--- config.mk ---
export PLATFORM = sky130hd
export DESIGN_NAME = barrido_display_flat
export DESIGN_NICKNAME = d
export VERILOG_FILES = /design/src/rtl/barrido_display_if.sv /design/src/rtl/barrido_display.sv /design/src/flat_wrapper.sv
export SDC_FILE = /design/constraint.sdc
export NUM_CORES = 1
export LEC_CHECK = 0
export BUFFER_PORTS_ARGS = -buffer_cell sky130_fd_sc_hd__buf_2
export CAP_MARGIN = 5
export CORE_MARGIN = 2
export CORE_UTILIZATION = 50
export CTS_CLUSTER_DIAMETER = 50
export DETAILED_ROUTE_END_ITERATION = 6
export PLACE_DENSITY_LB_ADDON = 0.05
export SYNTH_ARGS = -nofsm -noshare
export SYNTH_HDL_FRONTEND = slang
export SYNTH_SLANG_ARGS = --single-unit
--- constraint.sdc ---
create_clock -name clk -period 2.5 [get_ports clk]
set_input_delay 0 -clock clk [delete_from_list [all_inputs] [get_ports clk]]
set_output_delay 0 -clock clk [all_outputs]
set_load 0.01 [all_outputs]
--- src/rtl/barrido_display_if.sv ---
// Digit-scan bus between the value source and the 7-segment scanner.
// The master supplies the value and controls; the slave returns the digit being shown.
interface barrido_display_if #(
  parameter int NUM_DIGITOS = 4
);
  logic [4*NUM_DIGITOS-1:0] valor;
  logic                     cargar;
  logic                     supr_ceros;
  logic [3:0]               nibble;
  logic [NUM_DIGITOS-1:0]   anodos;
  logic [2:0]               indice;
  logic                     tick_digito;

  modport master (
    output valor, cargar, supr_ceros,
    input  nibble, anodos, indice, tick_digito
  );

  modport slave (
    input  valor, cargar, supr_ceros,
    output nibble, anodos, indice, tick_digito
  );
endinterface

--- src/rtl/barrido_display.sv ---
// Time-multiplexed scan of an N-digit hex value onto a shared 7-segment bus,
// with active-low anodes and optional leading-zero blanking.
module barrido_display #(
  parameter int NUM_DIGITOS  = 4,
  parameter int DIV_REFRESCO = 50000
) (
  input  logic               clk,
  input  logic               rst,
  barrido_display_if.slave   bus
);
  localparam int             CW       = $clog2(DIV_REFRESCO + 1);
  localparam logic [CW-1:0]  CONT_MAX = CW'(DIV_REFRESCO - 1);
  localparam logic [2:0]     IDX_MAX  = 3'(NUM_DIGITOS - 1);

  typedef enum logic {
    ST_APAGADO,
    ST_ACTIVO
  } estado_t;

  estado_t                  estado, estado_sig;
  logic [4*NUM_DIGITOS-1:0] valor_reg;
  logic [4*NUM_DIGITOS-1:0] superior;
  logic [CW-1:0]            cont;
  logic [2:0]               idx;
  logic                     tick;
  logic                     fin_digito;
  logic                     blanco;
  logic [NUM_DIGITOS-1:0]   anodos_c;

  assign fin_digito = (cont == CONT_MAX);

  always_ff @(posedge clk) begin
    if (rst) begin
      estado    <= ST_APAGADO;
      valor_reg <= '0;
      cont      <= '0;
      idx       <= '0;
      tick      <= 1'b0;
    end else begin
      estado <= estado_sig;
      if (bus.cargar) begin
        valor_reg <= bus.valor;
      end
      if (fin_digito) begin
        cont <= '0;
        idx  <= (idx == IDX_MAX) ? 3'd0 : idx + 3'd1;
        tick <= 1'b1;
      end else begin
        cont <= cont + CW'(1);
        tick <= 1'b0;
      end
    end
  end

  always_comb begin
    estado_sig = estado;
    case (estado)
      ST_APAGADO: estado_sig = ST_ACTIVO;
      ST_ACTIVO:  estado_sig = ST_ACTIVO;
      default:    estado_sig = ST_APAGADO;
    endcase
  end

  // Shifting the current digit down to bit 0 gives both the nibble and the
  // "this digit and everything above it is zero" test in one operation.
  always_comb begin
    superior = valor_reg >> {idx, 2'b00};
    blanco   = bus.supr_ceros && (idx != 3'd0) && (superior == '0);
    anodos_c = '1;
    for (int unsigned i = 0; i < NUM_DIGITOS; i++) begin
      if ((estado == ST_ACTIVO) && !blanco && (idx == 3'(i))) begin
        anodos_c[i] = 1'b0;
      end
    end
  end

  assign bus.nibble      = superior[3:0];
  assign bus.anodos      = anodos_c;
  assign bus.indice      = idx;
  assign bus.tick_digito = tick;
endmodule

--- src/flat_wrapper.sv ---
// flat-port wrapper written by rule: the top's interface ports become plain ports
module barrido_display_flat 
#(
  parameter int NUM_DIGITOS  = 4,
  parameter int DIV_REFRESCO = 50000
)
  (clk, rst, bus_valor, bus_cargar, bus_supr_ceros, bus_nibble, bus_anodos, bus_indice, bus_tick_digito);
  barrido_display_if #(.NUM_DIGITOS(NUM_DIGITOS)) bus_i ();
  input  logic clk;
  input  logic rst;
  input wire logic [$bits(bus_i.valor)-1:0] bus_valor;
  input wire logic [$bits(bus_i.cargar)-1:0] bus_cargar;
  input wire logic [$bits(bus_i.supr_ceros)-1:0] bus_supr_ceros;
  output wire logic [$bits(bus_i.nibble)-1:0] bus_nibble;
  output wire logic [$bits(bus_i.anodos)-1:0] bus_anodos;
  output wire logic [$bits(bus_i.indice)-1:0] bus_indice;
  output wire logic [$bits(bus_i.tick_digito)-1:0] bus_tick_digito;
  assign bus_i.valor = bus_valor;
  assign bus_i.cargar = bus_cargar;
  assign bus_i.supr_ceros = bus_supr_ceros;
  assign bus_nibble = bus_i.nibble;
  assign bus_anodos = bus_i.anodos;
  assign bus_indice = bus_i.indice;
  assign bus_tick_digito = bus_i.tick_digito;
  barrido_display #(.NUM_DIGITOS(NUM_DIGITOS), .DIV_REFRESCO(DIV_REFRESCO)) u_core (.clk(clk), .rst(rst), .bus(bus_i));
endmodule
==> Word level (Yosys, flattened, before mapping) <==
Index checks and enable logic that the tools add are counted.
{ "totals": {"regBits": 37, "in_bits": 20, "out_inout_bits": 12, "wordCells": 31} }
{ "op_classes": {"n_addsub": 2, "eq_ne": 4, "n_shift": 1, "mux": 7, "n_reduce_logical": 12} }
{ "ops": {"columns": ["operator", "n"], "rows": [
  ["16-bit by 1-bit adder with 16-bit output, second input constant", 1],
  ["16-bit equality test, second input constant", 1],
  ["16-bit zero test", 1],
  ["16-bit by 5-bit right shift with 16-bit output", 1],
  ["1-bit logical AND", 7],
  ["3-bit by 2-bit equality test with 1-bit output, second input constant", 2],
  ["1-bit 2-to-1 mux", 6],
  ["3-bit by 1-bit adder with 3-bit output, second input constant", 1],
  ["3-bit by 1-bit equality test with 1-bit output, second input constant", 1],
  ["3-bit zero test", 1],
  ["3-bit 2-to-1 mux", 1],
  ["3-bit nonzero test", 1],
  ["2-bit OR reduction", 1],
  ["1-bit zero test", 1]
]} }

==> Logic depth before layout (Yosys ltp) <==
Gate-level depths: netlist (run 1).
{ "depth": {"depth_word": 7, "depth_mapped": 7, "mapped_depth_nobuf": 6} }

==> Worst setup path after synthesis (run 1) <==
OpenSTA, ideal clock, no wires.
{ "synth_timing": {"path_type": "reg-to-output", "from": "register u_core.idx[0], in the netlist u_core.bus.indice[0]", "to": "output bus_anodos[1]", "t_arrival_ns": 2.017, "required_ns": 2.500, "setup_slack_ns": 0.483, "path_stages_with_launch": 5, "n_path_buf": 1, "path_cell_list": "dfxtp_1 > buf_2 > mux4_2 > or4_1 > o21ai_0"} }
{ "synth_via": {"elab_chain_cells": 7, "elab_cells_between_ends": 10, "cone_classes": "1 x eq/ne; 1 x shift; 1 x mux; 7 x reduce/logical"} }
{ "synth_lines": {"columns": ["item", "line", "rtl"], "rows": [
  ["start: declaration", "barrido_display.sv:24", "logic [2:0] idx;"],
  ["start signal: assignment", "barrido_display.sv:46", "idx <= (idx == IDX_MAX) ? 3'd0 : idx + 3'd1;"],
  ["16-bit by 5-bit right shift with 16-bit output / 3-bit nonzero test (equally long branches)", "barrido_display.sv:67, barrido_display.sv:68", null],
  ["16-bit zero test / 1-bit logical AND (equally long branches)", "barrido_display.sv:68", "blanco = bus.supr_ceros && (idx != 3'd0) && (superior == '0);"],
  ["1-bit logical AND", "barrido_display.sv:68", null],
  ["1-bit zero test", "barrido_display.sv:71", "if ((estado == ST_ACTIVO) && !blanco && (idx == 3'(i))) begin"],
  ["1-bit logical AND", "barrido_display.sv:71", null],
  ["1-bit logical AND *", "barrido_display.sv:71", null],
  ["1-bit 2-to-1 mux *", "barrido_display.sv:71", null],
  ["end: declaration", "flat_wrapper.sv:15", "output wire logic [$bits(bus_i.anodos)-1:0] bus_anodos;"]
]} }
Every way passes the cells marked *; elsewhere a longest branch is shown, timed or not.

==> Final worst setup path (run 1) <==
{ "layout_timing": {"from": "register u_core.idx[0], in the netlist u_core.bus.indice[0]", "to": "output bus_anodos[2]"} }
Same word-level chain as after synthesis.

==> run summary, run 1 <==
The flow ran to the end, and the final reports show no timing, DRC or antenna violations. Along the worst path, the maximum fanout reaches 14. The post-synthesis share of cell area spent on xor and xnor gates was 0.0640. At the end of routability-driven placement, the weighted congestion stood at 0.774.

The number of antenna violations at the first check in global routing came out at 0. The tools report the net switching power as 252 uW. Synthesis handed over a netlist of 186 instances.

The actual transition at the worst max-transition pin was 0.464 ns. By area, the combinational part of the netlist is dominated by simple AND/OR/NAND/NOR gates. The HPWL reported at the end of detailed placement was 2740 um. The total overflow left after global routing is 0. The average instance in the mapped netlist occupies 9.56 sq um.

The number of antenna diodes in the final layout is 0. The path type of the worst setup path is register to output port. The simple-gate share of the synthesized area was 0.240; the worst path arrival time was 2.28 ns. Data on the critical path is required at its endpoint by 2.50 ns. After synthesis the cells add up to 0.00178 sq mm. Walking the worst path, the cells encountered are mux4_2 > or4_1 > o21ai_0 > buf_2. In this run, synthesis produced a sequential element count of 37.

Dividing the detail-routed wire length by the instance count gives 13.6 um. The share of the clock period used by the worst path after layout is 0.911, and the routed wire length is 3770 um. Setup repair after global routing left no endpoint under its margin. For the final routed database, the setup TNS stands at 0 ns. In this design, the stage delay of the slowest critical-path cell is 0.57 ns.

For the post-CTS setup buffer count, the log shows 0. The worst setup path is launched from a register. The number of endpoints with negative hold slack in the final report was 0; the fraction of layout instances using a drive strength above 1 was 0.229.

The cell area after layout was 0.00215 sq mm. The cell with the largest stage delay on the worst path was sky130_fd_sc_hd__mux4_2. The tools report the fmax as 0.439 GHz. The combinational power share came out at 0.106.

The tools report the part of the power in registers as 0.595. The tools report the via count of the first global-routing pass as 1,383. For this block, the initial DRC count from the detailed router was 54. In the routed layout, each cell is associated on average with a via count of 5.18. Synthesis produced a netlist with a net count of 211. Power comes to 1060 uW. The die covers 0.00405 sq mm.

Yosys mapped the design onto 36 distinct sky130hd cell types. Summing over every cut layer, the via total after detailed routing is 1,435. The logs give 317 for the fill cell instance count of the final layout and 5 for the number of clock buffers inserted by TritonCTS. The buffer depth of the longest clock path was 2; the area share of fa/ha/maj cells after synthesis was 0.0352. The total internal power came out at 805 uW.

The overall fraction of global-route tracks in use is 0.201, and the count of buffers inserted at the top-level ports is 31. The fraction of power consumed by the clock network was 0.299; the final number of max-transition violations was 0. The tools report the post-layout net count as 256.

The clock latency reported for the late side of the worst-skew pair was 0.33 ns; the final routed DRC violation total was 0. The placed instances occupy a cell area of 0.00193 sq mm. The mux contribution to synthesized area is 0.145, and the post-route minimum period is 2.28 ns. The first detailed-routing pass ran for 4 iterations.

The synthesized-area fraction occupied by ao, oa, aoi and oai cells works out to 0.0493. The synthesis-to-layout area growth is 20.8%. The chip width works out to 63.6 um. During synthesis, Yosys emitted a total of 0 warnings. For the wire length of the first global-routing pass, the log shows 6370 um. For the max-slew headroom at the worst pin, the log shows 0.691. Summed over all cells, the static leakage comes to 0.000895 uW. The type of destination of the critical path is an output port. The switching power as a share of total power is 0.239. In this run the worst hold path is classified as input pin to register. Across the run, the number of max-cap violations was 0. The root buffer cell chosen for the clock tree is sky130_fd_sc_hd__clkbuf_4. The logs give 2 for the number of levels in the clock H-tree and 21 for the placement row count. The run gives 21 as the pin count of the biggest net entering global routing. The height of the chip is 63.6 um, and the worst clock skew on the final layout is 0.00631 ns. TritonCTS built the clock tree. The number of failing setup endpoints in the final timing report is 0, and the power per cell area is 492 mW/mm^2. Pin placement for this block handled 32 I/O pins. For the area of the core, the log shows 0.00336 sq mm. The sequential share of the synthesized area was 0.417. Worst-case vdd ir drop: 0.398 mV. Once detail routing completed, the nets flagged for antenna violations numbered 0.

The logs give 0.529 for the initial standard-cell utilization of the core and 37 for the number of sinks on the clock net. Clock-pin slew was measured on the worst setup and hold paths at 0.11 ns.
-- worst max-delay path, delay by kind of cell, from the launching register on --
family	cells	cell delay [ns]
compound gates	1	0.16
buf+inv	1	0.15
flops	1	0.53
mux	1	0.57
simple gates	1	0.55
-- metrics by stage --
step / std cells / setup slack (ns) / hold slack (ns) / utilization
floorplan: 186 / 0.483 / 0.147 / -
global placement: 254 / 0.469 / 0.232 / 0.574
detailed placement: 254 / 0.403 / 0.245 / 0.574
CTS: 277 / 0.0252 / 0.0452 / 0.638
global route: 277 / 0.0150 / 0.0623 / 0.639
finish: 277 / 0.222 / 0.0478 / 0.639
-- worst paths after layout --
kind                                     startpoint                               end  slack [ns]  depth (start not counted)
hold / removal                                  rst  u_core.valor_reg[1]$_SDFFE_PP0P_        0.05                          2
setup reg to reg         u_core.cont[12]$_SDFF_PP0_        u_core.cont[12]$_SDFF_PP0_        0.45                          4
setup / recovery  u_core.bus.indice[0]$_SDFFE_PP0P_                     bus_anodos[2]        0.22                          4
hold reg to reg           u_core.cont[0]$_SDFF_PP0_         u_core.cont[0]$_SDFF_PP0_        0.48                          1
-- power by group through the flow --
stage	logic, uW	clock network (uW)	registers, uW
6_report	112	316	629
5_1_grt	125	358	632
4_1_cts	113	324	629
3_5_place_dp	93.7	0	642
3_3_place_gp	88.7	0	641
2_1_floorplan	67.7	0	635
-- repair_timing --
item / 4_1_cts / 5_1_grt
setup endpoints to repair: 0 / 3
gates resized for setup: 0 / 1
hold buffers: 16 / 0
hold endpoints to repair: 16 / 0
-- placed cells by master, fill, tap and decap left out, drive strengths merged --
cell type / n
nand2: 7
o2111ai: 1
o211a: 1
or4: 3
or3: 1
inv: 8
xnor2: 10
and3: 4
clkbuf: 7
a21oi: 3
or4b: 2
o21ai: 3
o21a: 1
xor2: 3
nand3: 5
nand4: 3
nor3: 5
nand3b: 1
dlygate4sd3: 16
nor2: 38
o31ai: 1
mux2i: 19
mux4: 3
dfxtp: 37
a22o: 1
nor2b: 5
ha: 5
nand4b: 1
a211oi: 2
nor4: 4
buf: 31
-- metal layers --
layer  track usage  wire [um]
met1         0.281       1870
met2         0.304       1670
met3        0.0554        190
met4        0.0543         38
met5             0          0
-- cells by family after synthesis --
family	Yosys count
compound gates	13
xor+xnor	13
fa+ha+maj	5
buf+inv	17
flops	37
mux	22
simple gates	79
-- cells in the mapped netlist (all sizes together) --
master	n	area (sq um)
o21a	1	7.51
or4	3	22.5
o21ai	3	15.0
dfxtp	37	741
nand4	3	18.8
nand3b	1	7.51
nand3	5	25.0
nor3	5	25.0
a21oi	3	15.0
xor2	3	26.3
ha	5	62.6
xnor2	10	87.6
or4b	2	20.0
nand2	7	42.5
mux2i	19	190
a211oi	2	15.0
nor2b	5	31.3
o31ai	1	7.51
clkbuf	5	18.8
mux4	3	67.6
o211a	1	10.0
nand4b	1	8.76
o2111ai	1	8.76
inv	8	30.0
and3	4	26.3
buf	4	40.0
or3	1	6.26
a22o	1	8.76
nor4	4	25.0
nor2	38	168
-- area by class of cell --
| class | instances | area, sq um | area share |
|---|---|---|---|
| tap | 46 | 57.6 | 0.0268 |
| sequential | 37 | 742 | 0.345 |
| clock buffer | 7 | 55.1 | 0.0256 |
| multi-input combinational | 132 | 948 | 0.441 |
| timing repair buffer | 47 | 315 | 0.147 |
| inverter | 8 | 30.0 | 0.0140 |
(Power assumes the default switching activity.)
==> inputs of run 2 (changes only) <==
==> constraint.sdc (replaced) <==
create_clock -name clk -period 2.4 [get_ports clk]
set_input_delay 0 -clock clk [delete_from_list [all_inputs] [get_ports clk]]
set_output_delay 0 -clock clk [all_outputs]
set_load 0.01 [all_outputs]
==> run 2 against run 1 <==
Cell area up 0.41%. Sequential power increased by 4.1%. Critical path depth stayed put. Sequential share of layout area fell by 0.082 points. Hold slack about the same. Final cell count increased by 0.36%. Core utilization increased by 0.26 points. Sequential cell count did not move. Non-clock buffer count increased by 1. Critical path type unchanged.
==> run summary, run 2 (same netlist as run 1, synthesis figures left out) <==
The flow ran to the end, and the final reports show no timing, DRC or antenna violations. Setup violations remaining at the end of the flow were counted as 0. The root buffer cell chosen for the clock tree is sky130_fd_sc_hd__clkbuf_4. Leaving out fill and tap cells, the most frequent cells in the layout are sky130_fd_sc_hd__dfxtp_1 (35), sky130_fd_sc_hd__buf_2 (31), sky130_fd_sc_hd__nor2_1 (28), sky130_fd_sc_hd__mux2i_1 (19), sky130_fd_sc_hd__dlygate4sd3_1 (16).

The number of clock buffers inserted by TritonCTS is 5. The detailed router's first-iteration violation count was 52; the share of the clock period used by the worst path after layout was 0.941. STA puts the critical path data arrival time at 2.26 ns. The logs give 0.309 for the met2 layer usage reported by global route and 3740 um for the routed wire length. The worst clock skew on the final layout was 0.00562 ns. The initial standard-cell utilization of the core was 0.529; the reg2reg setup slack was 0.39 ns. Summed over all cells, the static leakage comes to 0.000901 uW. At the later pin of the worst-skew pair, clock insertion delay measures 0.34 ns.

The critical path goes through mux4_2 > or4_1 > o21ai_0 > buf_2. The number of sinks on the clock net was 37. Once layout is done, the placed cells without fillers occupy 0.00216 sq mm.

The run gives 0 as the number of endpoints with negative hold slack in the final report. STA classifies the critical path startpoint as a register. The met1 demand-to-capacity share in global routing was 0.283; the maximum fanout along the worst path was 10. The synthesis-to-layout area growth is 21.3%. The floorplan step defined a core boundary enclosing 0.00336 sq mm. The critical path in this run is classified as register to output port.

Counting along the longest clock path gives a buffer depth of 2. The global routing stage identified its most utilized layer as met2. The tools report the worst-case vdd ir drop as 0.350 mV. The detail route stage leaves a number of antenna-violating nets equal to 0. 32 I/O pins were placed.

Final number of max-transition violations: 0. The met3 track demand over resource came out at 0.0571. Setup repair after global routing left no endpoint under its margin. The run gives 0 as the post-CTS setup buffer count. The setup TNS is 0 ns.

The die is 63.6 um tall. The number of vias per cell after detailed routing came out at 5.20. TritonCTS built the clock tree.

The path class of the tightest hold or removal check is input pin to register. The number of buffers and inverters on the critical path works out to 1. The tools report the number of max-cap violations as 0. The die outline area came out at 0.00405 sq mm. The fraction of layout instances using a drive strength above 1 came out at 0.237. The post-layout net count was 257; the number of antenna violations at the first check in global routing was 0.

In this design, the stage delay of the slowest critical-path cell is 0.56 ns. The placement row count is 21, and the average wire length per cell after detail routing is 13.4 um. For the pin with the worst max-slew slack, the measured transition is 0.468 ns. For the worst setup path, the data required time is 2.40 ns. The via count of the first global-routing pass was 1,363. The first global-routing pass estimated 6420 um of wire. Setup slack closes at 0.142 ns. After clock tree synthesis, the clock-pin slew on the worst setup and hold paths is 0.11 ns. Summed over all nets, the half-perimeter wirelength after detailed placement is 2560 um. The logs give 21 for the pin count of the biggest net entering global routing and 0.376 ns for the placement-stage worst setup slack. Grouping stages by cell kind, the critical path spends the most delay in simple AND/OR/NAND/NOR gates. The total overflow reported by the global router is 0, and the chip width is 63.6 um. After detailed routing, the number of remaining DRC violations is 0.

The logs give 0.443 GHz for the fmax and 4 for the number of detailed-routing iterations run before antenna repair. During placement, the flow inserted port buffers numbering 31. The number of levels in the clock H-tree was 2. The slowest stage of the critical path belongs to the cell sky130_fd_sc_hd__or4_1.

For this design the ratio of total power to cell area is 513 mW/mm^2. Once placement finished, the instance area stood at 0.00194 sq mm. The type of destination of the critical path was an output port.

The max-slew headroom at the worst pin is 0.688, and the post-route minimum period is 2.26 ns. Routability-driven placement finished with a final weighted congestion of 0.770. For the overall fraction of global-route tracks in use, the log shows 0.204.

For the routed via count, the log shows 1,446. For the number of inserted diodes, the log shows 0. Leaving out fill and tap cells, the most frequent cell in the layout is sky130_fd_sc_hd__dfxtp_1.
[run 2: cell count changes in the layout (fill, tap and decap cells not counted), sizes merged]
cell,delta
buf,+1
[run 2: timing repair]
item,CTS,global route
hold endpoints to repair,16,0
endpoints found under the setup margin,1,3
resized for setup,1,1
hold buffers,16,0
[run 2: power breakdown]
group	internal (uW)	switching, uW	total, uW
clock network	138	196	334
logic	65.0	52.5	118
registers	635	19.8	655
[run 2: cell type report]
cell class,count,area (sq um)
multi-input combinational,132,948
timing repair buffer,48,323
tap,46,57.6
fill,319,1210
clock buffer,7,55.1
sequential,37,743
inverter,8,30.0
[run 2: worst paths after layout]
check | from | end | cells after the start
max | u_core.bus.indice[0]$_SDFFE_PP0P_ | bus_anodos[1] | 4
min | rst | u_core.valor_reg[1]$_SDFFE_PP0P_ | 2
max reg2reg | u_core.cont[12]$_SDFF_PP0_ | u_core.cont[2]$_SDFF_PP0_ | 4
min reg2reg | u_core.cont[0]$_SDFF_PP0_ | u_core.cont[0]$_SDFF_PP0_ | 1
[run 2: metrics by stage]
stage	hold slack, ns	utilization	cells	total power (uW)
finish	0.0478	0.641	278	1110
global placement	0.233	0.577	255	760
global route	0.0411	0.641	278	1170
floorplan	0.147	-	186	732
detailed placement	0.243	0.577	255	764
CTS	0.0373	0.641	278	1110
[run 2: routing by layer]
| layer | vias to the layer above | wire (um) |
|---|---|---|
| met5 | - | 0 |
| met4 | 0 | 51 |
| met3 | 6 | 176 |
| met2 | 41 | 1640 |
| met1 | 665 | 1870 |
| li1 | 734 | - |
==> inputs of run 3 (changes only) <==
--- a/config.mk
+++ b/config.mk
@@ -5,13 +5,14 @@
 export SDC_FILE = /design/constraint.sdc
 export NUM_CORES = 1
 export LEC_CHECK = 0
-export BUFFER_PORTS_ARGS = -buffer_cell sky130_fd_sc_hd__buf_2
 export CAP_MARGIN = 5
 export CORE_MARGIN = 2
 export CORE_UTILIZATION = 50
 export CTS_CLUSTER_DIAMETER = 50
 export DETAILED_ROUTE_END_ITERATION = 6
+export DONT_BUFFER_PORTS = 1
 export PLACE_DENSITY_LB_ADDON = 0.05
 export SYNTH_ARGS = -nofsm -noshare
 export SYNTH_HDL_FRONTEND = slang
 export SYNTH_SLANG_ARGS = --single-unit
+export TNS_END_PERCENT = 1
==> run 3 against run 2 <==
Global-route usage increased by 1.4 points. Clock power increased by 38%. Clock skew increased by 0.00096 ns. Critical endpoint unchanged.
==> run summary, run 3 (same netlist as run 1, synthesis figures left out) <==
The run finished with clean final reports. Compared with the post-synthesis result, the final layout area differs by 24.1%. The clock passes through at most 2 buffers.

The signal on the critical path passes through mux4_2 > or4_1 > o21ai_0. The clock transition at the registers of the reported paths is 0.11 ns, and the fill cell instance count of the final layout is 302. After legalization and detailed placement, the total HPWL measured 2640 um. The worst register-to-register path begins at u_core.cont[12]$_SDFF_PP0_. Dividing total power by cell area gives a power density of 564 mW/mm^2. The tools report the number of standard cells in the final layout excluding fillers as 265.

Setup repair after global routing could not meet its margin everywhere. Leaving out fill and tap cells, the most frequent cells in the layout are sky130_fd_sc_hd__dfxtp_1 (35), sky130_fd_sc_hd__dlygate4sd3_1 (33), sky130_fd_sc_hd__nor2_1 (28), sky130_fd_sc_hd__mux2i_1 (19). The logs give 0 for the number of failing setup endpoints in the final timing report and 0 for the number of antenna violations at the first check in global routing. Final hold slack: 0.366 ns. The hold path startpoint is bus_cargar. The leakage power of the design was 0.000842 uW. In the final layout, the multi-input gates occupy 948 sq um.

The max-slew headroom at the worst pin was 0.509; the height of the chip was 63.6 um. The logs give 0 for the final number of max-transition violations and 0 for the post-route antenna net violation count. The required time of the critical path came out at 2.40 ns.

The logs give 0.00336 sq mm for the area of the core and 0 ns for the setup TNS. Clock tree synthesis selected as its root buffer the cell sky130_fd_sc_hd__clkbuf_4. Number of clock buffers inserted by TritonCTS: 5.

STA classifies the critical path startpoint as a register. The critical path starts at u_core.bus.indice[0]$_SDFFE_PP0P_. The share of the core filled with cells in the final layout was 0.656. The worst path needs 2.30 ns of the cycle, external delays included. The H-tree was split into 2 levels. The maximum fanout along the worst path was 11. The tools report the number of inserted diodes as 0. After detailed placement, the design holds a cell count of 224.

Leaving out fill and tap cells, the most frequent cell in the layout is sky130_fd_sc_hd__dfxtp_1. The critical path's largest stage delay is 0.59 ns, and the chip width is 63.6 um. The largest individual stage delay along the critical path comes from the cell sky130_fd_sc_hd__or4_1. Number of endpoints with negative hold slack in the final report: 0. The number of vias per cell after detailed routing is 5.50, and the routed wire length is 3940 um. In the final routed layout, each cell accounts on average for 14.9 um. The share of the clock period used by the worst path after layout is 0.959. At the later pin of the worst-skew pair, clock insertion delay measures 0.34 ns. The actual transition at the worst max-transition pin is 0.734 ns, and the count of buffers inserted at the top-level ports is 0. The logs give 21 for the placement row count and 37 for the number of sinks on the clock net.

The congestion estimate from routability-driven global placement came to 0.787. The run gives 4 as the number of detailed-routing iterations run before antenna repair. The fraction of layout instances using a drive strength above 1 was 0.119. The tools report the worst path arrival time as 2.30 ns. The first global-routing pass estimated 6840 um of wire. Entering global routing, the biggest net connects 21 pins. For the die outline area, the log shows 0.00405 sq mm.

IR analysis of the VDD net gives a maximum drop of 0.421 mV. Based on the critical path, the design can be clocked at up to 0.435 GHz. Type of destination of the critical path: an output port. TritonCTS built the clock tree. The net count of the finished layout is 243.

The first routing iteration left 61 violations. Overall power consumption after layout is estimated at 1240 uW. The post-CTS setup buffer count came out at 0.

Final routed DRC violation total: 0. The worst hold-check path type was input pin to register. The sequential cells in the finished layout cover a total of 743 sq um. The total overflow left after global routing is 0. The worst clock skew on the final layout was 0.00659 ns. The initial standard-cell utilization of the core came out at 0.529. The tools report the routed via count as 1,458. The via count of the first global-routing pass was 1,441. The tool flagged a number of max-cap violations equal to 0. The overall fraction of global-route tracks in use was 0.217.

The path type of the worst setup path is register to output port. For the number of ports placed on the die boundary, the log shows 32.
==> run 3: cell count changes in the layout (fill, tap and decap cells not counted) <==
cell                            before  now
sky130_fd_sc_hd__buf_2              31    0
sky130_fd_sc_hd__bufinv_16           0    1
sky130_fd_sc_hd__clkbuf_1            1    0
sky130_fd_sc_hd__clkinvlp_4          0    1
sky130_fd_sc_hd__dlygate4sd3_1      16   33
==> run 3: per-stage QoR <==
stage	instance area, sq um	setup slack (ns)
floorplan	1780	0.383
global placement	1780	0.387
detailed placement	1780	0.296
CTS	2210	0.0632
global route	2210	-0.0431
finish	2210	0.0987
==> run 3: timing repair <==
action / 4_1_cts / 5_1_grt
resized for setup: 2 / 0
hold endpoints to repair: 24 / 0
endpoints found under the setup margin: 3 / 2
hold buffers: 33 / 0
==> run 3: worst paths after layout <==
| kind | end | slack, ns | depth (start not counted) |
|---|---|---|---|
| max | bus_anodos[1] | 0.1 | 3 |
| min | u_core.valor_reg[11]$_SDFFE_PP0P_ | 0.37 | 3 |
| max reg2reg | u_core.bus.indice[0]$_SDFFE_PP0P_ | 0.31 | 4 |
| min reg2reg | u_core.cont[0]$_SDFF_PP0_ | 0.49 | 1 |
==> run 3: final cells by class <==
class                      instances  share of cell area
inverter                           8              0.0136
clock buffer                       6              0.0233
tap                               46              0.0261
timing repair buffer              34               0.153
multi-input combinational        132               0.430
sequential                        37               0.337
clock inverter                     2              0.0170
==> run 3: where the power goes <==
part           switching, uW  internal, uW
sequential              21.5           635
combinational           47.9          78.9
clock                    212           248
==> run 3: worst max-delay path: cells and delay by family, from the launching register on <==
| kind | cells | cell delay [ns] |
|---|---|---|
| compound gates | 1 | 0.36 |
| simple gates | 1 | 0.59 |
| mux | 1 | 0.54 |
| flops | 1 | 0.48 |
==> run 3: routing by layer <==
metal / GRT usage / part of all wire / vias to the layer above
met5: 0 / 0 / -
met4: 0.0571 / 0.010 / 0
met3: 0.0714 / 0.069 / 5
met2: 0.338 / 0.44 / 46
met1: 0.290 / 0.48 / 697
li1: - / - / 710
